$ cat src/rtl/alu_issue.sv
// -----------------------------------------------------------------------------
// alu_issue
//   Single-request issue stage sitting in front of an external combinational
//   ALU. A request (operands plus main-decoder ALU class, funct3, funct7 bit 5)
//   is accepted in IDLE and decoded into an ALU opcode. The opcode and operands
//   are presented to the ALU for exactly one ISSUE cycle. The ALU result is
//   then captured and offered in RESP until the consumer accepts it.
//   A saturating counter tracks completed legal operations.
//
// Ports
//   clk, rst_n             clock, asynchronous active-low reset
//   req_valid / req_ready  request handshake
//   req_a, req_b           operands
//   req_alu_op             00 add, 01 sub, 10 R-type, 11 reserved
//   req_funct3, req_funct7b5  R-type qualifiers
//   alu_opcode/alu_a/alu_b registered drive to the external ALU
//   alu_result             combinational ALU result for the values above
//   res_valid / res_ready  result handshake
//   res_data, res_err      captured result and illegal-encoding flag
//   op_count               saturating count of legal results delivered
// -----------------------------------------------------------------------------
module alu_issue #(
  parameter int unsigned CNT_W = 16
) (
  input  logic             clk,
  input  logic             rst_n,
  input  logic             req_valid,
  output logic             req_ready,
  input  logic [31:0]      req_a,
  input  logic [31:0]      req_b,
  input  logic [1:0]       req_alu_op,
  input  logic [2:0]       req_funct3,
  input  logic             req_funct7b5,
  output logic [3:0]       alu_opcode,
  output logic [31:0]      alu_a,
  output logic [31:0]      alu_b,
  input  logic [31:0]      alu_result,
  output logic             res_valid,
  input  logic             res_ready,
  output logic [31:0]      res_data,
  output logic             res_err,
  output logic [CNT_W-1:0] op_count
);

  localparam logic [3:0] OP_AND = 4'h0;
  localparam logic [3:0] OP_OR  = 4'h1;
  localparam logic [3:0] OP_ADD = 4'h2;
  localparam logic [3:0] OP_SUB = 4'h6;

  typedef enum logic [1:0] {
    IDLE  = 2'd0,
    ISSUE = 2'd1,
    RESP  = 2'd2
  } state_e;

  state_e           state_q;
  logic [3:0]       alu_opcode_q;
  logic [31:0]      alu_a_q;
  logic [31:0]      alu_b_q;
  logic             illegal_q;
  logic [31:0]      res_data_q;
  logic             res_err_q;
  logic [CNT_W-1:0] count_q;
  logic [CNT_W-1:0] count_d;

  logic [3:0]       dec_opcode;
  logic             dec_illegal;

  // Request decode, evaluated on the live request fields; only sampled in IDLE.
  always_comb begin
    dec_opcode  = OP_ADD;
    dec_illegal = 1'b0;
    unique case (req_alu_op)
      2'b00: dec_opcode = OP_ADD;
      2'b01: dec_opcode = OP_SUB;
      2'b10: begin
        unique case (req_funct3)
          3'b000:  dec_opcode = req_funct7b5 ? OP_SUB : OP_ADD;
          3'b111:  dec_opcode = OP_AND;
          3'b110:  dec_opcode = OP_OR;
          default: dec_illegal = 1'b1;
        endcase
      end
      default: dec_illegal = 1'b1;
    endcase
  end

  // Saturating increment: stick at all-ones rather than wrap.
  always_comb begin
    count_d = count_q;
    if (count_q != '1) begin
      count_d = count_q + 1'b1;
    end
  end

  always_ff @(posedge clk or negedge rst_n) begin
    if (!rst_n) begin
      state_q      <= IDLE;
      alu_opcode_q <= OP_AND;
      alu_a_q      <= '0;
      alu_b_q      <= '0;
      illegal_q    <= 1'b0;
      res_data_q   <= '0;
      res_err_q    <= 1'b0;
      count_q      <= '0;
    end else begin
      unique case (state_q)
        IDLE: begin
          if (req_valid) begin
            alu_opcode_q <= dec_opcode;
            alu_a_q      <= req_a;
            alu_b_q      <= req_b;
            illegal_q    <= dec_illegal;
            state_q      <= ISSUE;
          end
        end
        ISSUE: begin
          res_data_q <= illegal_q ? 32'h0 : alu_result;
          res_err_q  <= illegal_q;
          state_q    <= RESP;
        end
        RESP: begin
          if (res_ready) begin
            if (!res_err_q) begin
              count_q <= count_d;
            end
            state_q <= IDLE;
          end
        end
        default: state_q <= IDLE;
      endcase
    end
  end

  assign req_ready  = (state_q == IDLE);
  assign res_valid  = (state_q == RESP);
  assign alu_opcode = alu_opcode_q;
  assign alu_a      = alu_a_q;
  assign alu_b      = alu_b_q;
  assign res_data   = res_data_q;
  assign res_err    = res_err_q;
  assign op_count   = count_q;

endmodule
$ cat config.mk
export PLATFORM = sky130hd
export DESIGN_NAME = alu_issue
export DESIGN_NICKNAME = d
export VERILOG_FILES = /design/src/rtl/alu_issue.sv
export SDC_FILE = /design/constraint.sdc
export NUM_CORES = 1
export LEC_CHECK = 0
export CORE_AREA = 4 4 110 112
export DETAILED_ROUTE_END_ITERATION = 8
export DIE_AREA = 0 0 114 116
export MAX_ROUTING_LAYER = met4
export PLACE_DENSITY = 0.84
export SKIP_CTS_REPAIR_TIMING = 1
export SLEW_MARGIN = 5
export SYNTH_ARGS = -nofsm -noshare
export SYNTH_HDL_FRONTEND = slang
export SYNTH_SLANG_ARGS = --single-unit
$ cat constraint.sdc
create_clock -name clk -period 4.7 [get_ports clk]
set_input_delay 0.94 -clock clk [delete_from_list [all_inputs] [get_ports clk]]
set_output_delay 0.94 -clock clk [all_outputs]
set_load 0.02 [all_outputs]
==> results of run 1 <==
==> cell type report <==
cell class / instances / area (um^2)
clock buffer: 23 / 468
clock inverter: 9 / 124
fill: 840 / 3390
inverter: 7 / 26.3
multi-input combinational: 369 / 1800
sequential: 119 / 2980
tap: 143 / 179
timing repair buffer: 226 / 2250
==> registers in the layout (all words and copies together) (netlist names) <==
register,cells
alu_a,32
alu_b,32
res_data,32
op_count,16
alu_opcode,3
state_q,2
illegal_q,1
res_err,1
==> critical path, stage by stage (launching register included) <==
cell and delay, ns:
dfrtp_1 0.42, nand2b_1 0.17, inv_1 0.07, clkdlybuf4s50_1 0.62
==> placed cells by master (no fill, tap or decap), types with 5 or more instances in the layout <==
master and instances:
nand2_1 233, clkdlybuf4s50_1 222, dfrtp_1 119, nand2b_1 33, o21ai_0 33, clkbuf_16 17
inv_1 6, nor2_1 6, xnor2_1 6, nand4_1 6, nor3_1 5, xor2_1 5
clkinv_2 5
==> logic make-up after synthesis <==
| group | Yosys count |
|---|---|
| muxes | 3 |
| and+or+nand+nor | 304 |
| buffers and inverters | 32 |
| xor gates and xnor gates | 11 |
| DFF | 119 |
| other | 1 |
| adders and majority gates | 4 |
| AOI/OAI and AO/OA | 46 |
==> synth_stat cells (3+ instances only) <==
| cell | instances | area, um^2 |
|---|---|---|
| nand2_1 | 234 | 878 |
| dfrtp_1 | 119 | 2980 |
| nand2b_1 | 34 | 213 |
| o21ai_0 | 33 | 165 |
| clkbuf_1 | 18 | 67.6 |
| inv_1 | 7 | 26.3 |
| buf_2 | 6 | 30.0 |
| nand4_1 | 6 | 37.5 |
| nor2_1 | 6 | 22.5 |
| xnor2_1 | 6 | 52.6 |
| nor3_1 | 5 | 25.0 |
| xor2_1 | 5 | 43.8 |
| a31oi_1 | 4 | 25.0 |
| ha_1 | 4 | 50.1 |
| nand3_1 | 4 | 20.0 |
| a21oi_1 | 3 | 15.0 |
==> layer usage <==
layer / part of all wire (%) / vias up / wire length, um / global-route usage [%]
met4: 1.8 / 0 / 244 / 7.68
met1: 41 / 2004 / 5530 / 25.3
met5: 0 / - / 0 / -
met3: 7.0 / 21 / 938 / 5.80
li1: - / 2101 / - / -
met2: 50 / 165 / 6690 / 34.3
==> how the worst max path moves through the flow <==
stage                    start  cells after the start             to  slack (ns)
floorplan            res_ready                      4    op_count[9]        2.82
global placement     req_valid                      5  alu_opcode[2]        2.03
detailed placement   req_valid                      5  alu_opcode[2]        2.02
global route        state_q[0]                      3      res_valid        1.99
finish              state_q[0]                      3      res_valid        2.08
CTS                 state_q[0]                      3      res_valid        2.06
==> power groups by stage <==
stage                     sequential, mW  combinational [mW]  clock, mW
after floorplan                     2.26               0.653          0
after global placement              1.75                2.31          0
after detailed placement            1.78                2.37          0
after CTS                           1.77                2.38       1.31
after global routing                1.83                2.52       1.37
final                               1.77                2.34       1.29
==> impl_metrics.csv, run 1 <==
group,metric,value,unit
status,outcome,"complete, no violations",
placed_design,io_buffers,223,
sta,holdWs,0.473,ns
pwr,powerDensity,690,nW/um^2
detailed_routing,dr.first_iter.drc_count,267,
global_route,grt_pass1_vias,4420,
worst_setup_path,r2r-end,"alu_opcode[2]",
clocking,clock_sinks,119,
synthesis,synth_compound_area_share,5.08,%
detailed_routing,wirelength,13400,um
pwr,seq_power_share,32.8,%
hold_path,hold_path_class,"flip-flop to flip-flop",
sta,period_share,55.8,%
run,maxCapViolations,0,
worst_setup_path,crit_type,"flip-flop to output pin",
pwr,finalPower,5.40,mW
floorplan,ios,225,
synthesis,yosysUniqueCellTypes,37,
synthesis,synth_warnings,0,
clocking,cts_tree,"done",
synthesis,yosys_most_used_dff,"dfrtp_1",
sta,max_slew.worst_pin.slew,1.09,ns
detailed_routing,via_per_inst,4.79,
floorplan,initial_core_util,43.7,%
global_route,grt_pass1_wl,21400,um
synthesis,synthMuxAreaShare,0.765,%
floorplan,fp.dieW,114,um
pwr,clkPwrFrac,23.9,%
final_layout,drive_gt1_share,6.11,%
sta,fmax,382,MHz
clocking,cts_max_path_buffers,2,
synthesis,synth_seq_area_share,60.7,%
sta,fin_worst_skew,0.00642,ns
sta,tns,0,ns
pwr,intPower,3.42,mW
global_route,antenna_found_initial,0,
floorplan,core-area,11200,um^2
synthesis,netlist_area,4910,um^2
synthesis,synth_top_family_by_area,"simple AND/OR/NAND/NOR gates",
detailed_routing,vias,4291,
final_layout,final_area,7830,um^2
sta,setup_viol,0,
hold_path,hold_path_depth,2,
final_layout,layout.nets,850,
final_layout,final_core_util,69.8,%
placed_design,post-place-ws,2.02,ns
pwr,p_leak,3.66,nW
worst_setup_path,timing.rr.start,"state_q[1]",
floorplan,die_h,116,um
worst_setup_path,crit_required,3.76,ns
synthesis,netlist_instances,520,
clocking,h-tree-depth,4,
worst_setup_path,rr_worst_depth,5,
final_layout,instances_no_fill,896,
worst_setup_path,rrSetupSlack,2.82,ns
worst_setup_path,worst_setup_path_end_kind,"output pin",
placed_design,dpl.cell_count,864,
detailed_routing,wl_per_cell,15.0,um
hold_path,min-delay-start,"alu_b[18]",
placed_design,dp_hpwl,9590,um
synthesis,synth_edf_count,0,
placed_design,gp_congestion,0.831,
placed_design,place_area,7240,um^2
synthesis,synth_seq_cells,119,
clocking,cts-root-buf,"clkbuf_16",
floorplan,rows,39,
sta,hold_viol_final,0,
hold_path,hold-path-endpoint,"alu_b[18]",
final_layout,area_delta_synth_final,59.6,%
global_route,grt.total_usage,21.1,%
synthesis,synth_nets,630,
sta,setup_slack,2.08,ns
detailed_routing,final_antenna_net_count,0,
synthesis,synth-xor-area-share,1.96,%
worst_setup_path,startpoint_type,"flip-flop",
detailed_routing,drc,0,
pwr,p_sw_share,36.7,%
clocking,cts_made_buffers,17,
pwr,worst_ir_drop_vdd,0.000428,V
synthesis,synthSimpleGateAreaFrac,27.7,%
detailed_routing,drtPass1Iterations,5,
sta,maxSlewViolCount,0,
worst_setup_path,cp_data_arrival_time,1.68,ns
worst_setup_path,path_max_fanout,4,
sta,slew_headroom,27.6,%
final_layout,diodes,0,
synthesis,async_flop_share,100,%
pwr,switchingPower,1.98,mW
sta,period_needed,2.62,ns
global_route,overflow,0,
clocking,clock_latency,0.40,ns
sta,rsz0062_at_grt,"false",
floorplan,dieArea,13200,um^2
clocking,path_clk_slew,0.05,ns
pwr,p_comb_share,43.3,%
synthesis,syn_avg_cell_area,9.43,um^2
synthesis,synthAdderAreaFrac,1.02,%
global_route,grt_start_max_net_pins,71,
(Power assumes the default switching activity.)
==> run 2, diff against run 1 <==
- CORE_AREA: 4 4 110 112 -> 4 4 114 116
- DIE_AREA: 0 0 114 116 -> 0 0 118 120
- PLACE_DENSITY: 0.84 -> 0.78
- clock period: 4.7 -> 2.5 ns (I/O delays scaled with it)
==> run 2 against run 1 <==
  * Sequential power rose by 87%
  * Utilization decreased by 3.2 points
  * Hold slack lost 0.31 ns
  * Power is 91% higher
  * First-iteration DRC count is 19% lower
  * Non-clock buffer count is 4 higher
  * Critical path type unchanged
  * Largest cell class unchanged
==> impl_metrics.csv, run 2 (same netlist as run 1, synthesis figures left out) <==
group,metric,value,unit
clocking,cts_max_path_buffers,2,
global_route,grt_start_max_net_pins,120,
floorplan,initial_core_util,41.2,%
worst_setup_path,critPathTopFamily,"buffers and inverters",
placed_design,gp_congestion,0.814,
sta,holdWs,0.162,ns
final_layout,fillers,935,
global_route,overflow,0,
worst_setup_path,rr_worst_depth,5,
placed_design,dp_hpwl,10100,um
hold_path,hold_path_class,"primary input to asynchronous set/reset pin",
worst_setup_path,cp_slowest_cell,"clkdlybuf4s50_1",
worst_setup_path,crit_required,2.00,ns
floorplan,fp.dieW,118,um
final_layout,diodes,0,
worst_setup_path,path_buf_inv,2,
sta,hold_viol_final,0,
clocking,clock_sinks,119,
final_layout,area_delta_synth_final,61.6,%
worst_setup_path,path_depth,3,
sta,tns,0,ns
worst_setup_path,rrSetupSlack,0.72,ns
status,outcome,"complete, no violations",
final_layout,drive_gt1_share,7.13,%
pwr,finalPower,10.3,mW
worst_setup_path,cp_data_arrival_time,1.71,ns
pwr,powerDensity,1300,nW/um^2
clocking,cts_tree,"done",
global_route,grt.total_usage,20.7,%
floorplan,rows,40,
clocking,cts-root-buf,"clkbuf_16",
worst_setup_path,path_max_fanout,4,
detailed_routing,wl_per_cell,15.4,um
worst_setup_path,crit_type,"flip-flop to output pin",
detailed_routing,vias,4379,
detailed_routing,via_per_inst,4.84,
final_layout,final_cell_mix,"nand2_1, clkdlybuf4s50_1, dfrtp_1",
worst_setup_path,max_stage_delay,0.61,ns
floorplan,die_h,120,um
clocking,cts_made_buffers,17,
sta,slew_headroom,46.5,%
pwr,worst_ir_drop_vdd,0.000623,V
worst_setup_path,startpoint_type,"flip-flop",
clocking,clock_latency,0.41,ns
worst_setup_path,r2r-end,"op_count[1]",
sta,fmax,453,MHz
sta,max_slew.worst_pin.slew,0.803,ns
worst_setup_path,path_cells,"nand2b_1, inv_1, clkdlybuf4s50_1",
worst_setup_path,timing.rr.start,"op_count[0]",
run,maxCapViolations,0,
sta,rsz0062_at_grt,"false",
detailed_routing,drc,0,
detailed_routing,final_antenna_net_count,0,
final_layout,layout.nets,854,
sta,maxSlewViolCount,0,
sta,period_share,88.2,%
detailed_routing,drtPass1Iterations,4,
clocking,path_clk_slew,0.05,ns
global_route,antenna_found_initial,0,
placed_design,dpl.cell_count,872,
floorplan,core-area,11900,um^2
detailed_routing,wirelength,13900,um
pwr,p_leak,3.68,nW
floorplan,dieArea,14200,um^2
sta,setup_viol,0,
clocking,h-tree-depth,4,
final_layout,instances_no_fill,904,
worst_setup_path,worst_setup_path_end_kind,"output pin",
placed_design,io_buffers,223,
global_route,grt_pass1_wl,22700,um
global_route,grt_pass1_vias,4607,
sta,fin_worst_skew,0.00627,ns
final_layout,final_common_cell,"nand2_1",
detailed_routing,dr.first_iter.drc_count,217,
sta,period_needed,2.21,ns
floorplan,ios,225,
run 2: cell count changes in the layout (fill, tap and decap cells not counted), sizes merged:
| cell | delta |
|---|---|
| buf | +4 |
| clkinvlp | +6 |
| clkbuf | -3 |
| clkinv | -3 |
run 2: worst max path at each step:
stage	start	endpoint	slack (ns)
3_5_place_dp	res_ready	op_count[7]	0.38
2_1_floorplan	op_count[0]	op_count[1]	0.78
4_1_cts	state_q[0]	res_valid	0.26
6_report	state_q[0]	res_valid	0.29
3_3_place_gp	res_ready	op_count[7]	0.42
5_1_grt	state_q[0]	res_valid	0.19
run 2: final cells by class:
| type | instances | area, um^2 | area share (%) |
|---|---|---|---|
| clock inverter | 12 | 150 | 1.89 |
| multi-input combinational | 369 | 1800 | 22.7 |
| inverter | 7 | 26.3 | 0.331 |
| tap | 147 | 184 | 2.32 |
| clock buffer | 20 | 467 | 5.89 |
| sequential | 119 | 2980 | 37.6 |
| timing repair buffer | 230 | 2320 | 29.3 |
run 2: power by group:
part | total (mW) | internal (mW) | switching [mW]
logic | 4.49 | 2.10 | 2.39
clock network | 2.49 | 1.64 | 0.856
registers | 3.31 | 2.77 | 0.546
run 2: metal layers:
| metal | GRT usage, % | vias to the layer above | wire length [um] |
|---|---|---|---|
| li1 | - | 2104 | - |
| met1 | 23.5 | 2084 | 5710 |
| met2 | 34.3 | 166 | 6990 |
| met3 | 6.88 | 25 | 906 |
| met4 | 7.91 | 0 | 277 |
| met5 | - | - | 0 |
run 2: stage by stage:
step | util, % | setup WS (ns) | instance area, um^2
2_1_floorplan | - | 0.782 | 4910
3_3_place_gp | 61.4 | 0.424 | 7310
3_5_place_dp | 61.4 | 0.381 | 7310
4_1_cts | 66.5 | 0.264 | 7930
5_1_grt | 66.5 | 0.195 | 7930
6_report | 66.5 | 0.294 | 7930
==> run 3, diff against run 2 <==
- ABC_AREA: not set -> 0
- SLEW_MARGIN: 5 -> 40
==> run 3 against run 2 <==
  * Largest cell class unchanged
  * Global-route usage unchanged
  * Via count up 0.11%
  * Largest power group unchanged
  * Hold slack better by 0.0010 ns
  * Sequential share of layout area about the same
==> impl_metrics.csv, run 3 (same netlist as run 1, synthesis figures left out) <==
group,metric,value,unit
status,outcome,"complete, no violations",
sta,holdWs,0.163,ns
clocking,h-tree-depth,4,
worst_setup_path,worst_setup_path_end_kind,"output pin",
worst_setup_path,crit_start,"state_q[0]",
sta,rsz0062_at_grt,"false",
detailed_routing,wirelength,13900,um
floorplan,rows,40,
sta,period_share,88.4,%
detailed_routing,final_antenna_net_count,0,
sta,max_slew.worst_pin.slew,0.650,ns
sta,maxSlewViolCount,0,
global_route,grt.total_usage,20.7,%
floorplan,dieArea,14200,um^2
clocking,cts-root-buf,"clkbuf_16",
worst_setup_path,crit_end,"res_valid",
sta,fin_worst_skew,0.00620,ns
sta,tns,0,ns
final_layout,ff_latch_area,2980,um^2
clocking,path_clk_slew,0.05,ns
global_route,overflow,0,
clocking,cts_made_buffers,17,
global_route,globalRouteMet2Util,34.3,%
clocking,cts_tree,"done",
floorplan,ios,225,
sta,slew_headroom,56.7,%
placed_design,gp_congestion,0.814,
clocking,clock_sinks,119,
sta,fmax,452,MHz
final_layout,fillers,934,
placed_design,io_buffers,223,
worst_setup_path,crit_required,2.00,ns
worst_setup_path,rrSetupSlack,0.71,ns
detailed_routing,vias,4384,
floorplan,die_h,120,um
detailed_routing,drtPass1Iterations,4,
worst_setup_path,rr_worst_depth,5,
global_route,top_usage_layer,"met2",
worst_setup_path,startpoint_type,"flip-flop",
detailed_routing,drc,0,
detailed_routing,via_per_inst,4.85,
global_route,grt_pass1_wl,22700,um
worst_setup_path,r2r-end,"op_count[1]",
clocking,cts_max_path_buffers,2,
global_route,grtUsageMet1,23.5,%
detailed_routing,wl_per_cell,15.4,um
pwr,worst_ir_drop_vdd,0.000623,V
final_layout,layout.nets,854,
final_layout,drive_gt1_share,7.27,%
floorplan,fp.dieW,118,um
placed_design,dp_hpwl,10100,um
clocking,clock_latency,0.41,ns
hold_path,hold_path_class,"primary input to asynchronous set/reset pin",
sta,setup_viol,0,
floorplan,initial_core_util,41.2,%
global_route,grt.met3_usage,6.88,%
pwr,p_leak,3.68,nW
final_layout,final_cell_mix,"nand2_1, clkdlybuf4s50_1, dfrtp_1",
final_layout,multi_input_area,1800,um^2
global_route,antenna_found_initial,0,
final_layout,diodes,0,
pwr,powerDensity,1300,nW/um^2
worst_setup_path,timing.rr.start,"op_count[0]",
detailed_routing,dr.first_iter.drc_count,217,
sta,hold_viol_final,0,
worst_setup_path,crit_type,"flip-flop to output pin",
final_layout,final_common_cell,"nand2_1",
run,maxCapViolations,0,
global_route,grt_pass1_vias,4607,
worst_setup_path,cp_data_arrival_time,1.71,ns
sta,period_needed,2.21,ns
floorplan,core-area,11900,um^2
global_route,grt_start_max_net_pins,120,
worst_setup_path,path_max_fanout,4,
final_layout,area_delta_synth_final,61.6,%
## run 3: cell count changes in the layout (fill, tap and decap cells not counted)
cell	delta
dfrtp_2	+1
dfrtp_1	-1
## run 3: cell type report
type	count	area share, %
flip-flops and latches	119	37.6
repair buffers	230	29.3
multi-input cells	369	22.7
clock buffers	20	5.89
well taps	147	2.32
clock inverters	12	1.89
inverters	7	0.331
## run 3: worst min path at each step
stage,startpoint,end,slack [ns],depth (start not counted)
2_1_floorplan,rst_n,alu_a[0],0.20,0
3_3_place_gp,alu_b[21],alu_b[21],0.46,2
3_5_place_dp,alu_b[27],alu_b[27],0.46,2
4_1_cts,rst_n,op_count[6],0.20,2
5_1_grt,rst_n,op_count[8],0.21,2
6_report,rst_n,op_count[6],0.16,2
## run 3: where the power goes
group | total [mW] | switching (mW) | internal (mW) | leakage, nW
Clock | 2.49 | 0.856 | 1.64 | 0.286
Combinational | 4.49 | 2.39 | 2.10 | 1.89
Sequential | 3.32 | 0.546 | 2.77 | 1.51
## run 3: metal layers
metal | vias up | part of all wire [%] | routed length [um]
met3 | 25 | 6.4 | 889
met4 | 0 | 2.0 | 276
met2 | 157 | 50 | 6950
li1 | 2105 | - | -
met5 | - | 0 | 0
met1 | 2097 | 42 | 5770
## run 3: worst max-delay path, stage by stage (launching register included)
cell and delay [ns]:
dfrtp_1 0.42, nand2b_1 0.18, inv_1 0.10, clkdlybuf4s50_1 0.61
## run 3: through the flow
stage,setup WS [ns],power (mW),cells,instance area [um^2],util [%]
2_1_floorplan,0.782,5.49,520,4910,-
3_3_place_gp,0.424,7.73,872,7310,61.4
3_5_place_dp,0.381,7.88,872,7310,61.4
4_1_cts,0.264,10.4,904,7930,66.5
5_1_grt,0.195,10.9,904,7930,66.6
6_report,0.289,10.3,904,7930,66.6
==> RTL change 1: new RTL, config.mk and constraints of run 3 <==
The 3 states of `state_e` get a one-hot encoding in 3 bits.
--- a/src/rtl/alu_issue.sv
+++ b/src/rtl/alu_issue.sv
@@ -47,10 +47,10 @@
   localparam logic [3:0] OP_ADD = 4'h2;
   localparam logic [3:0] OP_SUB = 4'h6;
 
-  typedef enum logic [1:0] {
-    IDLE  = 2'd0,
-    ISSUE = 2'd1,
-    RESP  = 2'd2
+  typedef enum logic [2:0] {
+    IDLE  = 3'b001,
+    ISSUE = 3'b010,
+    RESP  = 3'b100
   } state_e;
 
   state_e           state_q;
Check against the original RTL: no difference found for any inputs over 4 cycles, from zero or initial values and one cycle with rst_n low; so few cycles prove little.
==> RTL change 1 against run 3 <==
Via count up 0.64%. Sequential cell count up 1. Wire length up 0.95%. Synthesized area up 2.9%. Critical path depth down 1. Worst setup slack worse by 0.17 ns. Count of clock-buffer cells in the layout up 5. Final area about the same. Power down 7.0%. Register-to-register slack worse by 0.15 ns. Critical path type unchanged. Largest power group unchanged.
==> RTL change 1: results (changes against run 3) <==
synth top area cells: dfrtp_1 59%, nand2_1 17%, nand2b_1 4.3%, o21ai_0 2.5%, clkbuf_1 1.3%
WP data arrival: 1.88 ns (+0.17 ns)
Post-Place Cells: 876 (+0.46%)
vias in the first global route: 4,567 (-0.87%)
slew margin rel.: 0.523 (-0.0442)
Post-synth top cells: 235 x nand2_1, 119 x dfrtp_1, 35 x nand2b_1, 25 x o21ai_0, 17 x clkbuf_1
Most used DFF post-synth: dfrtp_1
Ys Warns: 0 (unchanged)
CTS H-tree lvls: 4 (unchanged)
Slowest cell on crit path: clkdlybuf4s50_1
Place WS: 0.514 ns (+0.133 ns)
largest net degree at the start of global routing: 72 (-40%)
hpwl dp: 10,000 um (-1.2%)
Synth Instances: 528 (+1.5%)
first-pass GRT wire length: 23,000 um (+1.6%)
reg2reg setup slack: 0.56 ns (-0.15 ns)
CP Launch Point: state_q[0]$_DFFE_PN1P_
gr usage total: 0.211 (+0.00417)
via count: 4,412 (+0.64%)
Non-Filler Instances: 905 (+0.11%)
worst-path fanout max: 4 (unchanged)
dpl cell area: 7410 um^2 (+1.3%)
status: complete, no violations
max incr delay on CP: 0.68 ns (+0.07 ns)
fill count: 943 (+0.96%)
P_leak: 3.73 nW (+1.2%)
final WL: 14,000 um (+0.95%)
Peak supply drop: 0.826 mV (+33%)
CTS max path bufs: 2 (unchanged)
Unique masters post-synth: 43 (+16%)
Seq/Total Area, Yosys: 0.595 (-0.0116)
clk_skew: 0.00616 ns (-0.0000431 ns)
DRT iter0 DRCs: 182 (-16%)
final period utilization: 0.952 (+0.0678)
syn_nets: 638 (+1.3%)
layout cells sized above 1: 0.0686 (-0.00405)
HP Class: in -> async
Final Hold Slack: 0.116 ns (-0.0472 ns)
# nets final: 858 (+0.47%)
ANT cells: 0 (unchanged)
RD Place Congestion: 0.828 (+1.7%)
## RTL change 1: power by group
group | internal, mW | leakage [nW] | switching [mW]
Clock | 1.34 | 0.259 | 0.788
Sequential | 2.74 | 1.50 | 0.517
Combinational | 1.94 | 1.96 | 2.24
## RTL change 1: cell type report
class                      instances  area [um^2]  area share
clock buffer                      25          495      0.0625
clock inverter                     4         20.0     0.00253
inverter                           7         26.3     0.00332
multi-input combinational        373         1880       0.237
sequential                       120         3010       0.379
tap                              147          184      0.0232
timing repair buffer             229         2310       0.292
## RTL change 1: cell families after synthesis
kind of cell	count (synthesis)	synth area share
compound gates	47	0.0578
xor+xnor	12	0.0208
fa+ha+maj	4	0.00992
buf+inv	35	0.0327
flops	120	0.595
mux	5	0.0114
other cells	1	0.000743
simple gates	304	0.271
## RTL change 1: path summary, 6_finish.rpt
| path | to | cells after the start |
|---|---|---|
| max in group asynchronous | alu_b[30]$_DFFE_PN0P_ | 2 |
| min in group clk | alu_a[3]$_DFFE_PN0P_ | 2 |
| setup / recovery | req_ready | 2 |
| hold reg to reg | alu_a[3]$_DFFE_PN0P_ | 2 |
| hold / removal | alu_b[20]$_DFFE_PN0P_ | 1 |
| setup reg to reg | op_count[14]$_DFFE_PN0P_ | 6 |
## RTL change 1: layer usage
| metal | up-vias | wire [um] | global-route usage |
|---|---|---|---|
| met5 | - | 0 | - |
| met1 | 2095 | 5560 | 0.230 |
| met4 | 0 | 279 | 0.0828 |
| met2 | 180 | 6770 | 0.339 |
| li1 | 2113 | - | - |
| met3 | 24 | 1420 | 0.0975 |
==> RTL change 2: new RTL, config.mk and constraints of run 3 <==
Without the edit above. Change the parameter `CNT_W` from 16 to 32.
--- a/src/rtl/alu_issue.sv
+++ b/src/rtl/alu_issue.sv
@@ -20,7 +20,7 @@
 //   op_count               saturating count of legal results delivered
 // -----------------------------------------------------------------------------
 module alu_issue #(
-  parameter int unsigned CNT_W = 16
+  parameter int unsigned CNT_W = 32
 ) (
   input  logic             clk,
   input  logic             rst_n,
Interface: changed (resized op_count); port bits go from 225 to 241. The function was not compared with the original's and may differ.
==> RTL change 2 against run 3 <==
Fmax fell by 0.86%. Utilization rose by 7.2 points. Synthesized area rose by 15%. Sequential cell count rose by 16. Cell count rose by 10%. Power rose by 0.59%. Worst setup slack got worse by 0.019 ns. Wire length rose by 17%. Non-clock buffer count rose by 21. Die area did not move. Final area rose by 11%. Largest cell class unchanged. Highest routed layer unchanged.
==> RTL change 2: results (changes against run 3) <==
syn_nets: 710 (+13%)
largest net degree at the start of global routing: 53 (-56%)
clk_skew: 0.00773 ns (+0.00153 ns)
Peak supply drop: 0.704 mV (+13%)
vias in the first global route: 5,325 (+16%)
layout cells sized above 1: 0.0588 (-0.0139)
DR pass1 iterations: 4 (unchanged)
wire per inst: 16.3 um (+5.8%)
port bufs: 239 (+7.2%)
ANT cells: 0 (unchanged)
initial antenna violation count: 0 (unchanged)
RD Place Congestion: 0.874 (+7.3%)
WP data arrival: 1.73 ns (+0.02 ns)
Slowest cell on crit path: clkdlybuf4s50_1
gr usage total: 0.242 (+0.0351)
synth top area cells: dfrtp_1 60%, nand2_1 16%, nand2b_1 3.8%, xor2_1 3.7%, o21ai_0 3.1%
Unique masters post-synth: 36 (-2.7%)
CTS max path bufs: 2 (unchanged)
Post-synth top cells: 241 x nand2_1, 135 x dfrtp_1, 35 x o21ai_0, 34 x nand2b_1, 26 x clkbuf_1
# nets final: 951 (+11%)
CTS root buf: clkbuf_16
slew at the pin closest to its max-slew limit: 0.650 ns (+0.000140 ns)
HP Class: in -> async
worst-path fanout max: 4 (unchanged)
max-cap violation count: 0 (unchanged)
reg2reg setup slack: 0.31 ns (-0.40 ns)
Ys Warns: 0 (unchanged)
fill count: 865 (-7.4%)
synthesized-area fraction occupied by adder cells: 0.00886 (-0.00134)
max incr delay on CP: 0.66 ns (+0.05 ns)
Most used DFF post-synth: dfrtp_1
CTS H-tree lvls: 4 (unchanged)
clk_lat worst skew: 0.42 ns
status: complete, no violations
hpwl dp: 12,000 um (+19%)
vias per cell: 5.01 (+3.3%)
Seq/Total Area, Yosys: 0.598 (-0.00898)
P_leak: 4.17 nW (+13%)
Async S/R FF share, synth: 1.00 (unchanged)
post-synthesis mux area share: 0.00399 (-0.00366)
DRT iter0 DRCs: 299 (+38%)
compound-cell area share of the yosys netlist: 0.0439 (-0.00690)
Clk pin slew, worst setup/hold paths: 0.05 ns (about the same)
Switch Pwr: 3.80 mW (+0.37%)
Final Util: 0.737 (+0.0715)
Post-Synth XOR/XNOR Area: 0.0450 (+0.0253)
CTS Buf Count: 17 (unchanged)
first-pass GRT wire length: 26,500 um (+17%)
==> RTL change 2: final cells by class <==
cell class,count,share of cell area
Multi-Input combinational cell,428,0.242
Inverter,8,0.00342
Tap cell,147,0.0209
Sequential cell,135,0.385
Timing Repair Buffer,251,0.287
Clock inverter,4,0.00513
Clock buffer,25,0.0564
==> RTL change 2: power by group through the flow <==
stage                     clock [mW]  combinational (mW)  sequential [mW]
final                           2.29                4.50             3.57
after global routing            2.43                4.85             3.69
after CTS                       2.34                4.56             3.58
after detailed placement           0                4.53             3.60
after global placement             0                4.44             3.55
after floorplan                    0                1.20             4.52
==> RTL change 2: path summary, 6_finish.rpt <==
check                                              start                       end  cells after the start
worst max-delay path              state_q[1]$_DFFE_PN0P_                 req_ready                      2
worst min-delay path                               rst_n  res_data[13]$_DFFE_PN0N_                      1
worst max register to register  op_count[24]$_DFFE_PN0P_  op_count[22]$_DFFE_PN0P_                      5
worst min register to register      alu_a[9]$_DFFE_PN0P_      alu_a[9]$_DFFE_PN0P_                      2
max in group asynchronous                          rst_n     illegal_q$_DFFE_PN0P_                      2
min in group clk                    alu_a[9]$_DFFE_PN0P_      alu_a[9]$_DFFE_PN0P_                      2
==> RTL change 2: kinds of logic (layout without fill, tap and decap cells) <==
family / after synthesis / count (layout)
other: 1 / 1
DFF: 135 / 135
AOI/OAI and AO/OA: 46 / 46
and+or+nand+nor: 346 / 346
muxes: 2 / 2
buffers and inverters: 37 / 288
xor gates and xnor gates: 29 / 29
adders and majority gates: 4 / 4
==> RTL change 2: through the flow <==
stage	cell area, um^2	hold slack [ns]	setup slack (ns)	std cells	total power [mW]
2_1_floorplan	5650	0.204	0.339	600	5.71
3_3_place_gp	8240	0.458	0.0920	969	7.99
3_5_place_dp	8240	0.462	0.0387	969	8.12
4_1_cts	8780	0.0402	0.239	998	10.5
5_1_grt	8780	0.0615	0.165	998	11.0
6_report	8780	0.0376	0.270	998	10.4
==> RTL change 2: per-layer routing <==
layer	global-route usage	vias to the layer above	share of wire
met5	-	-	0
met4	0.0916	0	0.023
met3	0.112	28	0.10
met2	0.395	182	0.50
met1	0.260	2378	0.38
li1	-	2412	-
==> RTL change 2: critical path, delay by kind of cell, from the launching register on <==
| family | cells | cell delay [ns] |
|---|---|---|
| buf+inv | 1 | 0.66 |
| flops | 1 | 0.41 |
| simple gates | 1 | 0.25 |
